==> config.mk <==
export PLATFORM = sky130hd
export DESIGN_NAME = gf2_conv
export DESIGN_NICKNAME = d
export VERILOG_FILES = /design/src/rtl/gf2_conv.sv
export SDC_FILE = /design/constraint.sdc
export NUM_CORES = 1
export LEC_CHECK = 0
export ABC_CLOCK_PERIOD_IN_PS = 2090
export CAP_MARGIN = 20
export CORE_ASPECT_RATIO = 1.4
export CORE_MARGIN = 1.5
export CORE_UTILIZATION = 45
export DETAILED_ROUTE_END_ITERATION = 10
export HOLD_SLACK_MARGIN = 0.06
export PLACE_DENSITY = 0.72
export SYNTH_ARGS = -nofsm -noshare
export SYNTH_HDL_FRONTEND = slang
export SYNTH_SLANG_ARGS = --single-unit
export TNS_END_PERCENT = 100
==> constraint.sdc <==
create_clock -name clk -period 2.09 [get_ports clk]
set_input_delay 0.5225 -clock clk [delete_from_list [all_inputs] [get_ports clk]]
set_output_delay 0.5225 -clock clk [all_outputs]
set_load 0.1 [all_outputs]
==> src/rtl/gf2_conv.sv <==
// Sequential GF(2) polynomial multiplier: codeword = message(x) * generator(x), one bit per clock, MSB first.
// Build option GF2_CONV_SYSTEMATIC_EN: codeword = {message, message(x)*x^24 mod generator(x)}.
module gf2_conv (
  input  logic        clk,
  input  logic        resetN,
  input  logic        start,
  input  logic [39:0] message,
  input  logic [24:0] generator,
  output logic        busy,
  output logic        finish_flag,
  output logic [63:0] codeword
);

  // state | meaning
  // IDLE  | codeword valid, waiting for start
  // RUN   | stepping through the 40 message bits
  localparam logic [0:0] IDLE = 1'b0;
  localparam logic [0:0] RUN  = 1'b1;

  logic [0:0]  state;
  logic [39:0] msg_r;
  logic [5:0]  cnt;
  logic [63:0] codeword_r;
  logic        b;
  logic [39:0] msg_nxt;
  logic [63:0] result_nxt;

  assign b = msg_r[39];

`ifdef GF2_CONV_SYSTEMATIC_EN
  // The x^24 term of g is implicit, so only the low 24 bits are kept.
  logic [23:0] gen_r;
  logic [23:0] rem;
  logic [23:0] rem_nxt;
  logic        fb;

  // msg_r rotates so the original message is back in place after 40 steps.
  assign msg_nxt    = {msg_r[38:0], b};
  assign fb         = b ^ rem[23];
  assign rem_nxt    = {rem[22:0], 1'b0} ^ (fb ? gen_r : 24'd0);
  assign result_nxt = {msg_nxt, rem_nxt};

  always_ff @(posedge clk or negedge resetN) begin
    if (!resetN) begin
      gen_r <= 24'd0;
      rem   <= 24'd0;
    end else if (start) begin
      gen_r <= generator[23:0];
      rem   <= 24'd0;
    end else if (state == RUN) begin
      rem   <= rem_nxt;
    end
  end
`else
  logic [24:0] gen_r;
  logic [63:0] acc;
  logic [63:0] acc_nxt;

  assign msg_nxt    = {msg_r[38:0], 1'b0};
  assign acc_nxt    = {acc[62:0], 1'b0} ^ (b ? {39'd0, gen_r} : 64'd0);
  assign result_nxt = acc_nxt;

  always_ff @(posedge clk or negedge resetN) begin
    if (!resetN) begin
      gen_r <= 25'd0;
      acc   <= 64'd0;
    end else if (start) begin
      gen_r <= generator;
      acc   <= 64'd0;
    end else if (state == RUN) begin
      acc   <= acc_nxt;
    end
  end
`endif

  // start wins in every state, so a restart silently abandons the running product.
  always_ff @(posedge clk or negedge resetN) begin
    if (!resetN) begin
      state      <= IDLE;
      msg_r      <= 40'd0;
      cnt        <= 6'd0;
      codeword_r <= 64'd0;
    end else if (start) begin
      state      <= RUN;
      msg_r      <= message;
      cnt        <= 6'd40;
    end else if (state == RUN) begin
      msg_r <= msg_nxt;
      cnt   <= cnt - 6'd1;
      if (cnt == 6'd1) begin
        codeword_r <= result_nxt;
        state      <= IDLE;
      end
    end
  end

  assign busy        = (state == RUN);
  assign finish_flag = (state == IDLE);
  assign codeword    = codeword_r;

endmodule

==> metrics.txt, run 1 <==
residual DRC count=0; Max Clk Rate=0.551 GHz; minimum clock period=1.81 ns; Most used DFF post-synth=dfrtp_1; Hold Path Stages=1; r2r setup slk=0.33 ns; Crit Path Class=register to primary output; Max VDD drop=0.000546 V; worst skew pair latency=0.42 ns; Reg-to-Reg Start=cnt[0]; wire per inst=15.4 µm; syn nets=757; Worst-Margin Slew=0.650 ns; Required @ worst endpoint=1.57 ns; vias after detailed routing=5468; drt pass-1 iters=5; drt total wl=16300 µm; full die area=19200 µm²; Clock Sinks=199; Hold Crit Endpoint=codeword[63]; die width=118 µm; leak pwr=5.39 nW; register bit total from synthesis=199; RSZ-0062 raised after global routing=false; Worst Setup Slack, final=0.276 ns; I/O pin cnt=134; post-synth top area cell=dfrtp_1; CP cell instances=clkinvlp_4 > buf_12; Seq/Total Area, Yosys=0.603; Mapped Cells=687; Reg2Reg Depth=5; clock tree root driver cell=clkbuf_16; total gr overflow=0; Post-synth ARST share=1.00; relative slew slack=0.567; number of port buffers=133; diode count=0; critical path endpoint category=primary output; Syn Area/Cell=12.0 µm²; Placed Area=9730 µm²; vias in the first global route=5511; Final Cell Area=10300 µm²; largest net degree at the start of global routing=97; top-count cell post-synth=dfrtp_1; worst hold-check path type=register to register; Critical R2R Capture=codeword[61]; Synth Cell Area=8260 µm²; Clock Pin Slew Worst Setup and Hold Paths=0.07 ns; PostCTS Resize Cnt=0; largest stage delay on the critical path=0.56 ns; Clock Path Buffers=2; Finished Core Util=0.574; post-CTS setup buffers=0; # hold bufs at CTS=1; number of H-tree levels=4; Crit-path slowest cell=dfrtp_4; Worst Hold Launch=acc[62]; TritonCTS clock tree=built; GRT Resource Usage Total=0.178; Final Setup Violations=0; hpwl dp=11000 µm; Synth top area share=0.603; first-pass GRT wire length=27400 µm; Final Hold Fails=0; Max Slew Vio Count=0; die height=163 µm; Num CTS Buffers=17; clk_skew=0.0112 ns; synth unique cells=28; number of vias per cell=5.18; setup TNS=0 ns; Ys Warns=0; critical path peak fanout=9; NumNets Final=874; Final period util=0.868; core box area=18000 µm²; CP arrival=1.29 ns; ranking of synthesized cells by area=dfrtp_1, mux2i_1, mux2_1; Rows=58; Power Total=9.43 mW; status=finished clean; pre-CTS WS=0.285 ns; CP startpoint kind=register; Antenna Nets Post-Route=0; CP startpoint=busy; share of cells above drive strength 1=0.175; Post-synth top cells=dfrtp_1, mux2i_1, nand2_1; max_cap viols=0; initial core utilization=0.459; Power Density=913 nW/µm²; final RePlAce weighted congestion=0.740; Syn-to-layout area delta=25.0%; EDFF count, synth=0; initial antenna violation count=0; DR iter-0 viols=283
-- cell type report --
| type | instances | area [µm²] |
|---|---|---|
| multi-input combinational | 433 | 3040 |
| clock buffer | 22 | 474 |
| inverter | 4 | 18.8 |
| fill | 1582 | 7670 |
| timing repair buffer | 149 | 1390 |
| tap | 240 | 300 |
| sequential | 199 | 4980 |
| clock inverter | 9 | 116 |
-- through the flow --
| stage | hold slack, ns | instances |
|---|---|---|
| detailed placement | 0.475 | 1024 |
| global route | 0.504 | 1056 |
| finish | 0.491 | 1056 |
| CTS | 0.492 | 1056 |
| global placement | 0.474 | 1024 |
| floorplan | 0.227 | 687 |
-- layout by cell type, fill, tap and decap left out, types with 3 or more instances in the layout --
master,netlist,final
dfrtp_1,199,198
mux2i_1,78,78
buf_4,0,74
nand2_1,68,67
nor2_1,66,66
clkdlybuf4s50_1,0,65
o21ai_0,40,40
mux2_1,39,39
a21oi_1,26,26
xor2_1,25,25
a211oi_1,25,25
mux2_2,25,25
a31oi_1,24,24
clkbuf_16,0,17
buf_12,0,8
clkinvlp_4,0,4
clkbuf_8,0,4
inv_1,4,3
-- cells by family after synthesis --
logic type	count (synthesis)	share of synthesized area
AO/OA/AOI/OAI	119	0.0847
multiplexers	142	0.182
buffers and inverters	55	0.0288
AND/OR/NAND/NOR	143	0.0701
flip-flops	199	0.603
XOR/XNOR	27	0.0286
adder cells (fa/ha/maj)	2	0.00303
-- per-layer routing --
metal / up-vias / GRT usage / routed length [µm]
met1: 2724 / 0.225 / 7110
met3: 25 / 0.0335 / 517
met5: - / 0 / 0
met4: 0 / 0.0726 / 389
met2: 112 / 0.303 / 8280
li1: 2607 / - / -
-- power breakdown --
| part | switching, mW | total (mW) | internal, mW |
|---|---|---|---|
| registers | 0.212 | 4.36 | 4.15 |
| clock network | 1.38 | 3.25 | 1.87 |
| logic | 1.28 | 1.82 | 0.537 |
| total | 2.87 | 9.43 | 6.55 |
-- critical path, delay by kind of cell (launching register included) --
family                 cells  cell delay [ns]
flip-flops                 1             0.56
buffers and inverters      2             0.32
-- flip-flops by register name (all words and copies together) (netlist names) --
name	cells
msg_r	40
acc	63
codeword	64
busy	1
cnt	6
gen_r	25
-- worst max-delay path by stage --
stage | cells after the start | endpoint | slack, ns
6_report | 2 | finish_flag | 0.28
5_1_grt | 2 | finish_flag | 0.23
4_1_cts | 2 | finish_flag | 0.26
3_5_place_dp | 5 | codeword[21] | 0.29
3_3_place_gp | 5 | codeword[1] | 0.32
2_1_floorplan | 3 | finish_flag | 0.1
No activity file was read; power rests on OpenSTA's default activity.
==> inputs of run 2 (changes only) <==
--- a/config.mk
+++ b/config.mk
@@ -6,7 +6,6 @@
 export NUM_CORES = 1
 export LEC_CHECK = 0
 export ABC_CLOCK_PERIOD_IN_PS = 2090
-export CAP_MARGIN = 20
 export CORE_ASPECT_RATIO = 1.4
 export CORE_MARGIN = 1.5
 export CORE_UTILIZATION = 45
==> constraint.sdc (replaced) <==
create_clock -name clk -period 2.09 [get_ports clk]
set_input_delay 0.5225 -clock clk [delete_from_list [all_inputs] [get_ports clk]]
set_output_delay 0.5225 -clock clk [all_outputs]
set_load 0.01 [all_outputs]
==> metrics.txt, run 2 (synthesized netlist as in run 1, its figures left out) <==
number of port buffers=133; DR iter-0 viols=294; Clock Pin Slew Worst Setup and Hold Paths=0.07 ns; share of cells above drive strength 1=0.0933; number of H-tree levels=4; Clock Path Buffers=2; most frequent cells in the layout=dfrtp_1, clkdlybuf4s50_1, mux2i_1, nand2_1, nor2_1; total gr overflow=0; Final Setup Violations=0; r2r setup slk=0.32 ns; I/O pin cnt=134; Clk network pwr share=0.368; RSZ-0062 raised after global routing=false; residual DRC count=0; WP buf/inv=1; vias after detailed routing=5490; max reg flops=64; CP arrival=1.44 ns; Max Slew Vio Count=0; CP cell instances=clkdlybuf4s50_1; largest stage delay on the critical path=0.51 ns; hpwl dp=11000 µm; Final period util=0.940; switching power total=2.24 mW; Rows=58; Antenna Nets Post-Route=0; critical path endpoint category=primary output; Critical R2R Capture=codeword[20]; Reg-to-Reg Start=cnt[1]; drt total wl=16500 µm; fill cell count=1579; initial antenna violation count=0; PostCTS Resize Cnt=1; relative slew slack=0.624; Max Clk Rate=0.509 GHz; Crit Path Class=register to primary output; Clock Sinks=199; initial core utilization=0.459; Seq pwr share=0.499; drt pass-1 iters=5; minimum clock period=1.96 ns; final RePlAce weighted congestion=0.813; status=finished clean; wire per inst=15.6 µm; TritonCTS clock tree=built; placed insts=1023; max_cap viols=0; leak pwr=5.27 nW; GRT Resource Usage Total=0.178; number of vias per cell=5.20; Required @ worst endpoint=1.57 ns; diode count=0; core box area=18000 µm²; clk_skew=0.00721 ns; # hold bufs at CTS=0; largest net degree at the start of global routing=101; die height=163 µm; post-CTS setup buffers=0; Final Hold Fails=0; Critical Path Stages=1; critical path peak fanout=6; commonest non-fill, non-tap cell in the layout=dfrtp_1; Comb power frac=0.133; setup TNS=0 ns; worst hold-check path type=primary input to asynchronous set/reset pin; critical path's top delay family=flip-flops; Layout Cells excl Fill=1055; switching share of power=0.257; Power Density=835 nW/µm²; worst skew pair latency=0.42 ns; full die area=19200 µm²; die width=118 µm; internal power=6.49 mW; Crit-path slowest cell=dfrtp_4; Reg2Reg Depth=6; clock tree root driver cell=clkbuf_16; Worst-Margin Slew=0.563 ns; first-pass GRT wire length=27400 µm; vias in the first global route=5540; CP startpoint kind=register; Num CTS Buffers=17; Syn-to-layout area delta=26.6%; NumNets Final=872; Max VDD drop=0.000459 V
[run 2: stage by stage]
| step | total power [mW] | hold WS [ns] | setup WS, ns | cell area [µm²] | util |
|---|---|---|---|---|---|
| after global placement | 5.54 | 0.473 | 0.359 | 9870 | 0.548 |
| final | 8.73 | 0.0798 | 0.125 | 10500 | 0.581 |
| after detailed placement | 5.59 | 0.480 | 0.244 | 9870 | 0.548 |
| after CTS | 8.83 | 0.0843 | 0.0947 | 10500 | 0.581 |
| after floorplan | 4.98 | 0.227 | 0.498 | 8260 | - |
| after global routing | 9.12 | 0.0984 | 0.0629 | 10500 | 0.581 |
[run 2: final cells by class]
| class | instances | area (µm²) | share of cell area |
|---|---|---|---|
| sequential | 199 | 4980 | 0.477 |
| multi-input combinational | 433 | 3040 | 0.291 |
| timing repair buffer | 147 | 1520 | 0.146 |
| clock buffer | 21 | 470 | 0.0450 |
| tap | 240 | 300 | 0.0287 |
| clock inverter | 11 | 120 | 0.0115 |
| inverter | 4 | 15.0 | 0.00144 |
[run 2: how the worst max path moves through the flow]
stage          startpoint           end  slack (ns)
2_1_floorplan      cnt[0]  codeword[54]        0.50
3_3_place_gp        start  codeword[12]        0.36
3_5_place_dp        start  codeword[20]        0.24
4_1_cts              busy          busy        0.09
5_1_grt              busy          busy        0.06
6_report             busy          busy        0.13
[run 2: power groups by stage]
stage               Clock, mW  Combinational (mW)  Sequential [mW]
floorplan                   0               0.554             4.42
global placement            0                1.13             4.41
detailed placement          0                1.17             4.43
CTS                      3.30                1.17             4.36
global route             3.45                1.27             4.40
finish                   3.21                1.16             4.36
[run 2: layer usage]
layer,wire length [µm],GRT usage,up-vias,part of all wire
met5,0,0,-,0
li1,-,-,2602,-
met4,374,0.0660,0,0.023
met1,6880,0.215,2749,0.42
met2,8660,0.314,120,0.52
met3,579,0.0405,19,0.035
